<file path="config.mk">
export PLATFORM = sky130hd
export DESIGN_NAME = cmd_strobe_rx
export DESIGN_NICKNAME = d
export VERILOG_FILES = /design/src/rtl/cmd_strobe_rx.sv
export SDC_FILE = /design/constraint.sdc
export NUM_CORES = 1
export LEC_CHECK = 0
export ABC_AREA = 1
export CORE_MARGIN = 8
export CORE_UTILIZATION = 51
export DETAILED_ROUTE_END_ITERATION = 10
export PLACE_DENSITY = 0.74
export SLEW_MARGIN = 20
export SYNTH_ARGS = -nofsm -noshare
export SYNTH_HDL_FRONTEND = slang
export SYNTH_SLANG_ARGS = --single-unit
</file>
<file path="constraint.sdc">
create_clock -name clk -period 1.4 [get_ports clk]
set_input_delay 0.28 -clock clk [delete_from_list [all_inputs] [get_ports clk]]
set_output_delay 0.28 -clock clk [all_outputs]
set_load 0.01 [all_outputs]
</file>
<file path="src/rtl/cmd_strobe_rx.sv">
// Command strobe front end: synchronises and glitch-filters I_CLK/I_C, forwards
// normal commands and turns the 7,0,7,0,n unlock sequence into a discharge request.
module cmd_strobe_rx #(
  parameter int FILT_CYCLES = 8,
  parameter int SEQ_TIMEOUT = 50000
) (
  input  logic       clk,
  input  logic       rst,
  input  logic       I_CLK,
  input  logic [2:0] I_C,
  output logic       cmd_valid,
  output logic [2:0] cmd_code,
  output logic       disch_valid,
  output logic [2:0] disch_sel,
  output logic       seq_abort,
  output logic       armed,
  output logic       strobe_err
);

  localparam int FW = $clog2(FILT_CYCLES + 1);
  localparam int TW = $clog2(SEQ_TIMEOUT + 1);
  localparam logic [FW-1:0] FILT_LAST = FW'(FILT_CYCLES - 1);
  localparam logic [TW-1:0] TMO_LAST  = TW'(SEQ_TIMEOUT - 1);

  typedef enum logic [2:0] {IDLE, S7A, S0A, S7B, ARMED} state_t;

  logic          strb_s1, strb_s2;
  logic [2:0]    code_s1, code_s2;
  logic          filt_lvl, filt_prev;
  logic [FW-1:0] filt_cnt;
  logic [2:0]    cap_code;
  logic          err_seen;
  logic [TW-1:0] tmo_cnt;
  state_t        state;
  logic          accept;

  always_ff @(posedge clk or posedge rst) begin
    if (rst) begin
      strb_s1 <= 1'b0;
      strb_s2 <= 1'b0;
      code_s1 <= 3'd0;
      code_s2 <= 3'd0;
    end else begin
      strb_s1 <= I_CLK;
      strb_s2 <= strb_s1;
      code_s1 <= I_C;
      code_s2 <= code_s1;
    end
  end

  // Level only flips after FILT_CYCLES consecutive disagreeing samples.
  always_ff @(posedge clk or posedge rst) begin
    if (rst) begin
      filt_lvl  <= 1'b0;
      filt_prev <= 1'b0;
      filt_cnt  <= '0;
    end else begin
      filt_prev <= filt_lvl;
      if (strb_s2 == filt_lvl) begin
        filt_cnt <= '0;
      end else if (filt_cnt == FILT_LAST) begin
        filt_lvl <= ~filt_lvl;
        filt_cnt <= '0;
      end else begin
        filt_cnt <= filt_cnt + 1'b1;
      end
    end
  end

  assign accept = filt_lvl & ~filt_prev;

  always_ff @(posedge clk or posedge rst) begin
    if (rst) begin
      cap_code   <= 3'd0;
      err_seen   <= 1'b0;
      strobe_err <= 1'b0;
    end else begin
      strobe_err <= 1'b0;
      if (accept) begin
        cap_code <= code_s2;
        err_seen <= 1'b0;
      end else if (filt_lvl && !err_seen && (code_s2 != cap_code)) begin
        strobe_err <= 1'b1;
        err_seen   <= 1'b1;
      end
    end
  end

  // An accept in the timeout cycle takes priority, so no abort is raised then.
  always_ff @(posedge clk or posedge rst) begin
    if (rst) begin
      state       <= IDLE;
      tmo_cnt     <= '0;
      cmd_valid   <= 1'b0;
      cmd_code    <= 3'd0;
      disch_valid <= 1'b0;
      disch_sel   <= 3'd0;
      seq_abort   <= 1'b0;
      armed       <= 1'b0;
    end else begin
      cmd_valid   <= 1'b0;
      disch_valid <= 1'b0;
      seq_abort   <= 1'b0;
      armed       <= (state == ARMED);
      if (accept) begin
        tmo_cnt <= '0;
        case (code_s2)
          3'd7: state <= (state == S0A) ? S7B : S7A;
          3'd0: begin
            cmd_valid <= 1'b1;
            cmd_code  <= 3'd0;
            case (state)
              S7A:     state <= S0A;
              S7B:     state <= ARMED;
              default: state <= IDLE;
            endcase
          end
          3'd1, 3'd2, 3'd3, 3'd4: begin
            if (state == ARMED) begin
              disch_valid <= 1'b1;
              disch_sel   <= code_s2;
            end else begin
              cmd_valid <= 1'b1;
              cmd_code  <= code_s2;
            end
            state <= IDLE;
          end
          default: begin
            cmd_valid <= 1'b1;
            cmd_code  <= code_s2;
            state     <= IDLE;
          end
        endcase
      end else if (state == IDLE) begin
        tmo_cnt <= '0;
      end else if (tmo_cnt == TMO_LAST) begin
        state     <= IDLE;
        seq_abort <= 1'b1;
        tmo_cnt   <= '0;
      end else begin
        tmo_cnt <= tmo_cnt + 1'b1;
      end
    end
  end

endmodule

</file>
==> out/results.ini, run 1 <==
[route]
met1Wirelength_mm = 1.91
first_iter_violations = 137
routedWlPerCell_um = 11.9
routed_wl_mm = 3.84
dr_wl_met3_um = 195
highest_layer = met4
via_per_inst = 4.93
wl_met2_mm = 1.66
ant_nets = 0
drc = 0
firstDrtPassIters = 4
vias = 1581

[clock_tree]
cts_tree = yes
cts_max_path_buffers = 2
worstSkewPairLatency_ns = 0.31
htreeDepth = 2
clock-sinks = 48
cts_buffers = 5
clk_pin_slew_ns = 0.08
cts-root-buf = clkbuf_8

[logic_synthesis]
yosys_warnings = 0
avgSynthCellArea_um2 = 9.09
synth_area_mm2 = 0.00218
synth.area.top_cells = dfrtp_1 55%, nand2_1 8.3%, nor2_1 5.5%, inv_1 4.8%, nand3_1 3.7%
ys_types = 27
yosysTopAreaCellShare_pct = 55.0
synth_seq_area_share_pct = 55.0
syn-num-nets = 248
ys_seq_elements = 48
yosysTopAreaCell = dfrtp_1
syn_inst = 240

[placement]
place.gp.congestion = 0.816
dp_hpwl_mm = 2.87
place_ws_ns = -0.00621
port_buffers = 16
placed_cell_area_mm2 = 0.00246

[critical_path]
crit_chain = ha_2 > nand3_2 > nor2_4 > nand2_2 > nand2_4 > nor2_1
reg2reg_from = tmo_cnt[0]
max_stage_delay_ns = 0.38
worstPathMaxFanout = 9
r2r_slack_ns = 0.1
arrival_ns = 1.50
reg2reg_depth = 6
startpoint_type = flop
slowest_stage = dfrtp_1
crit_path_start = tmo_cnt[0]
criticalPathCategory = flop to flop
end_kind = flop
worstPathRequired_ns = 1.60
rr_endpoint = tmo_cnt[7]

[floorplan]
fp.coreArea_mm2 = 0.00406
rows = 23
initial_utilization_pct = 53.8
io-pin-count = 17
die-area_mm2 = 0.00663
die_height_um = 81.4
die_w_um = 81.4

[final_layout]
area_growth_pct = 19.5
fin_area_mm2 = 0.00261
seq_area_mm2 = 0.00120
drive_above_1_share_pct = 19.6
antennaDiodeCount = 0
multi_input_area_um2 = 868
fillers = 345
post-route-util_pct = 64.3
final_nets = 278

[timing]
setup_violations = 0
slew_viol_final = 0
rsz0062_at_grt = no
fin_crit_sh_pct = 93.0
hold_viol_final = 0
period_needed_ns = 1.30
max_slew_margin_pct = 80.6
tightestPinTransition_ns = 0.290
fin_skew_ns = 0.0134
fin_ws_ns = 0.0979
tns_ns = 0
fmax_ghz = 0.768

[global_routing]
grt_first_pass_wirelength_mm = 6.82
grt_pass1_vias = 1499
grt_antenna_before_repair = 0
gr-total-overflow = 0
grt_max_degree = 27
grt_use_total_pct = 13.2

[power_and_ir_drop]
powerDensity_mw_per_mm2 = 1400
ir_worst_vdd_mv = 1.14
power.total_mw = 3.65
leakage_nw = 1.24

[status]
status = finished clean

[hold_path]
holdCritPathClass = primary input to async pin

[flow_run]
max_cap_violations = 0

==> sequential cells by signal, indices dropped and copies added, names as in the netlist <==
| register | cells |
|---|---|
| cap_code | 3 |
| tmo_cnt | 16 |
| err_seen | 1 |
| strb_s2 | 1 |
| filt_cnt | 4 |
| armed | 1 |
| filt_lvl | 1 |
| cmd_valid | 1 |
| code_s2 | 3 |
| filt_prev | 1 |
| state | 3 |
| cmd_code | 3 |
| disch_valid | 1 |
| strobe_err | 1 |
| strb_s1 | 1 |
| code_s1 | 3 |
| seq_abort | 1 |
| disch_sel | 3 |
==> worst max path at each step <==
stage / endpoint / slack [ns] / cells past startpoint
6_report: tmo_cnt[7] / 0.1 / 6
5_1_grt: tmo_cnt[7] / 0.02 / 6
4_1_cts: tmo_cnt[7] / 0.02 / 6
3_5_place_dp: tmo_cnt[7] / -0.006 / 6
3_3_place_gp: tmo_cnt[7] / 0.07 / 6
2_1_floorplan: tmo_cnt[7] / 0.15 / 6
==> worst max-delay path, delay by kind of cell, from the launching register on <==
family,cells,cell delay [ns]
DFF,1,0.38
and+or+nand+nor,5,0.62
adders and majority gates,1,0.21
==> power breakdown <==
part / internal (mW) / total [mW] / switching (mW)
clock: 0.584 / 1.05 / 0.463
sequential: 1.58 / 1.71 / 0.132
combinational: 0.349 / 0.898 / 0.549
total: 2.51 / 3.65 / 1.14
==> cells by family (layout without fill, tap and decap cells) <==
family	after synthesis	after routing	synth area share, %
AOI/OAI and AO/OA	23	23	6.31
xor gates and xnor gates	8	8	3.21
adders and majority gates	2	2	1.15
buffers and inverters	35	66	6.08
DFF	48	48	55.0
and+or+nand+nor	124	124	28.2
==> final cells by class <==
class | instances | area share, %
clock inverter | 2 | 1.49
timing repair buffer | 24 | 8.40
inverter | 34 | 5.13
tap | 50 | 2.40
sequential | 48 | 46.1
clock buffer | 6 | 3.17
multi-input combinational | 157 | 33.3
==> metal layers <==
layer | track usage (%) | up-vias
li1 | - | 817
met1 | 17.3 | 721
met2 | 19.6 | 37
met3 | 4.15 | 6
met4 | 5.89 | 0
met5 | 0 | -
==> timing repair <==
action,CTS,global route
hold endpoints to repair,0,0
pin swaps,0,2
setup endpoints to repair,23,21
buffers inserted,0,2
resized for setup,12,7
hold buffers,0,0
==> cells in the mapped netlist <==
master	count
dfrtp_1	48
nand2_1	48
nor2_1	32
inv_1	28
nand3_1	16
o21ai_1	10
inv_2	6
nor2_2	6
xnor2_1	6
a21oi_1	5
nand2_2	5
nor2_4	5
nand4_1	3
nor3_2	3
o21bai_1	3
ha_1	2
nand3_2	2
o21ai_0	2
xor2_1	2
a21oi_4	1
buf_2	1
nand2_4	1
nand3_4	1
nand3b_1	1
nor3_1	1
o211ai_1	1
o22ai_1	1
==> per-stage QoR <==
step / std cells / hold slack, ns
5_1_grt: 321 / 0.307
3_3_place_gp: 311 / 0.331
2_1_floorplan: 240 / 0.310
4_1_cts: 319 / 0.273
3_5_place_dp: 311 / 0.338
6_report: 321 / 0.269
==> cell usage in the layout (no fill, tap or decap), types with 2 or more instances in the layout <==
master / n
a21oi_1: 5
buf_4: 7
clkbuf_8: 6
clkdlybuf4s50_1: 5
dfrtp_1: 47
dlygate4sd2_1: 11
inv_1: 27
inv_2: 5
nand2_1: 46
nand2_2: 7
nand3_1: 15
nand3_2: 3
nand4_1: 3
nor2_1: 31
nor2_2: 6
nor2_4: 6
nor3_2: 3
o21ai_0: 2
o21ai_1: 10
o21bai_1: 3
xnor2_1: 6
xor2_1: 2
Note: power is estimated with default switching activity, not from simulation.
==> run 2: changes to the inputs <==
Settings changed: CORE_UTILIZATION 51 to 54, CTS_BUF_LIST set to sky130_fd_sc_hd__clkbuf_2, CTS_CLUSTER_SIZE set to 28, PLACE_DENSITY 0.74 to 0.78, SKIP_LAST_GASP set to 1.
==> out/results.ini, run 2 (synthesis results as in run 1) <==
[status]
status = finished clean  ; unchanged

[critical_path]
r2r_slack_ns = 0.08  ; was 0.1 ns
criticalPathCategory = flop to flop  ; unchanged
rr_endpoint = tmo_cnt[7]  ; unchanged
reg2reg_depth = 6  ; unchanged
reg2reg_from = tmo_cnt[0]  ; unchanged
arrival_ns = 1.67  ; was 1.50 ns
worstPathRequired_ns = 1.75  ; was 1.60 ns
startpoint_type = flop  ; unchanged
worstPathMaxFanout = 9  ; unchanged
end_kind = flop  ; unchanged

[clock_tree]
cts_tree = yes  ; unchanged
worstSkewPairLatency_ns = 0.44  ; was 0.31 ns
clk_pin_slew_ns = 0.26  ; was 0.08 ns
clock-sinks = 48  ; unchanged
cts-root-buf = clkbuf_2  ; was clkbuf_8
cts_max_path_buffers = 2  ; unchanged
cts_buffers = 5  ; unchanged
htreeDepth = 2  ; unchanged

[timing]
slew_viol_final = 0  ; unchanged
period_needed_ns = 1.32  ; was 1.30 ns
fin_skew_ns = 0.0253  ; was 0.0134 ns
tightestPinTransition_ns = 0.295  ; was 0.290 ns
whs_ns = 0.0864  ; was 0.269 ns
fin_crit_sh_pct = 94.4  ; was 93.0%
rsz0062_at_grt = yes  ; was no
hold_viol_final = 0  ; unchanged
setup_violations = 0  ; unchanged
max_slew_margin_pct = 80.3  ; was 80.6%
tns_ns = 0  ; unchanged
fmax_ghz = 0.757  ; was 0.768 GHz

[route]
routed_wl_mm = 3.70  ; was 3.84 mm
routedWlPerCell_um = 11.6  ; was 11.9 um
firstDrtPassIters = 4  ; unchanged
ant_nets = 0  ; unchanged
drc = 0  ; unchanged
via_per_inst = 4.88  ; was 4.93
first_iter_violations = 111  ; was 137
vias = 1560  ; was 1581

[floorplan]
io-pin-count = 17  ; unchanged
die_height_um = 79.6  ; was 81.4 um
rows = 23  ; unchanged
die_w_um = 79.6  ; was 81.4 um
fp.coreArea_mm2 = 0.00394  ; was 0.00406 mm^2
die-area_mm2 = 0.00633  ; was 0.00663 mm^2
initial_utilization_pct = 55.3  ; was 53.8%

[global_routing]
grt_first_pass_wirelength_mm = 6.31  ; was 6.82 mm
grt_pass1_vias = 1450  ; was 1499
gr-total-overflow = 0  ; unchanged
grt_use_total_pct = 12.5  ; was 13.2%
grt_max_degree = 23  ; was 27
grt_antenna_before_repair = 0  ; unchanged

[final_layout]
largestRegisters = tmo_cnt x16, filt_cnt x4  ; unchanged
largest_reg_flops = 16  ; unchanged
final_nets = 277  ; was 278
area_growth_pct = 15.6  ; was 19.5%
final_common_cell = nand2_1  ; was dfrtp_1
drive_above_1_share_pct = 23.7  ; was 19.6%
regMostFlops = tmo_cnt  ; unchanged
fin_area_mm2 = 0.00252  ; was 0.00261 mm^2
antennaDiodeCount = 0  ; unchanged
final_cell_mix = 47 x nand2_1, 46 x dfrtp_1, 31 x nor2_1  ; was 47 x dfrtp_1, 46 x nand2_1, 31 x nor2_1

[power_and_ir_drop]
ir_worst_vdd_mv = 0.835  ; was 1.14 mV
power.total_mw = 3.34  ; was 3.65 mW
powerDensity_mw_per_mm2 = 1320  ; was 1400 mW/mm^2
leakage_nw = 1.18  ; was 1.24 nW

[flow_run]
max_cap_violations = 0  ; unchanged

[placement]
placed_cell_area_mm2 = 0.00247  ; was 0.00246 mm^2
port_buffers = 16  ; unchanged
dp_hpwl_mm = 2.74  ; was 2.87 mm
place.gp.congestion = 0.819  ; was 0.816

[hold_path]
holdCritPathClass = primary input to async pin  ; unchanged

## run 2: through the flow
step	std cells	worst slack (ns)	util, %
floorplan	240	0.146	-
global placement	310	0.0747	62.6
detailed placement	310	0.0217	62.6
CTS	320	-0.0597	64.9
global route	320	-0.0104	64.0
finish	320	0.0789	64.0
## run 2: how the worst max path moves through the flow
stage	startpoint	endpoint	slack, ns	cells after the start
floorplan	tmo_cnt[0]	tmo_cnt[7]	0.15	6
global placement	tmo_cnt[0]	tmo_cnt[7]	0.07	6
detailed placement	tmo_cnt[0]	tmo_cnt[3]	0.02	6
CTS	disch_sel[0]	disch_sel[0]	-0.06	1
global route	tmo_cnt[0]	tmo_cnt[4]	-0.01	6
finish	tmo_cnt[0]	tmo_cnt[7]	0.08	6
## run 2: final cells by class
class                      instances  area, um^2
timing repair buffer              23         183
multi-input combinational        157         871
sequential                        48        1200
inverter                          34         131
tap                               50        62.6
fill                             346        1420
clock buffer                       5        25.0
clock inverter                     3        46.3
## run 2: power by group
| group | internal (mW) | switching (mW) | total (mW) |
|---|---|---|---|
| logic | 0.328 | 0.532 | 0.860 |
| clock network | 0.307 | 0.459 | 0.766 |
| registers | 1.58 | 0.134 | 1.72 |
## run 2: what timing repair did
action	4_1_cts	5_1_grt
buffers inserted	2	0
resized for setup	23	20
setup endpoints to repair	16	34
hold buffers	0	0
pin swaps	0	2
hold endpoints to repair	0	0
## run 2: per-layer routing
metal	part of all wire, %	wire length [um]	vias to the layer above	track usage, %
met2	44	1640	32	18.8
met1	50	1860	718	16.2
li1	-	-	805	-
met5	0	0	-	0
met3	3.6	132	5	3.72
met4	1.7	63	0	5.56
## run 2: worst max-delay path: stages, from the launching register on
cell and delay, ns:
dfrtp_1 0.43, ha_2 0.21, nand3_2 0.12, nor2_4 0.17, nand2_2 0.11, nand2_4 0.13
nor2_1 0.06
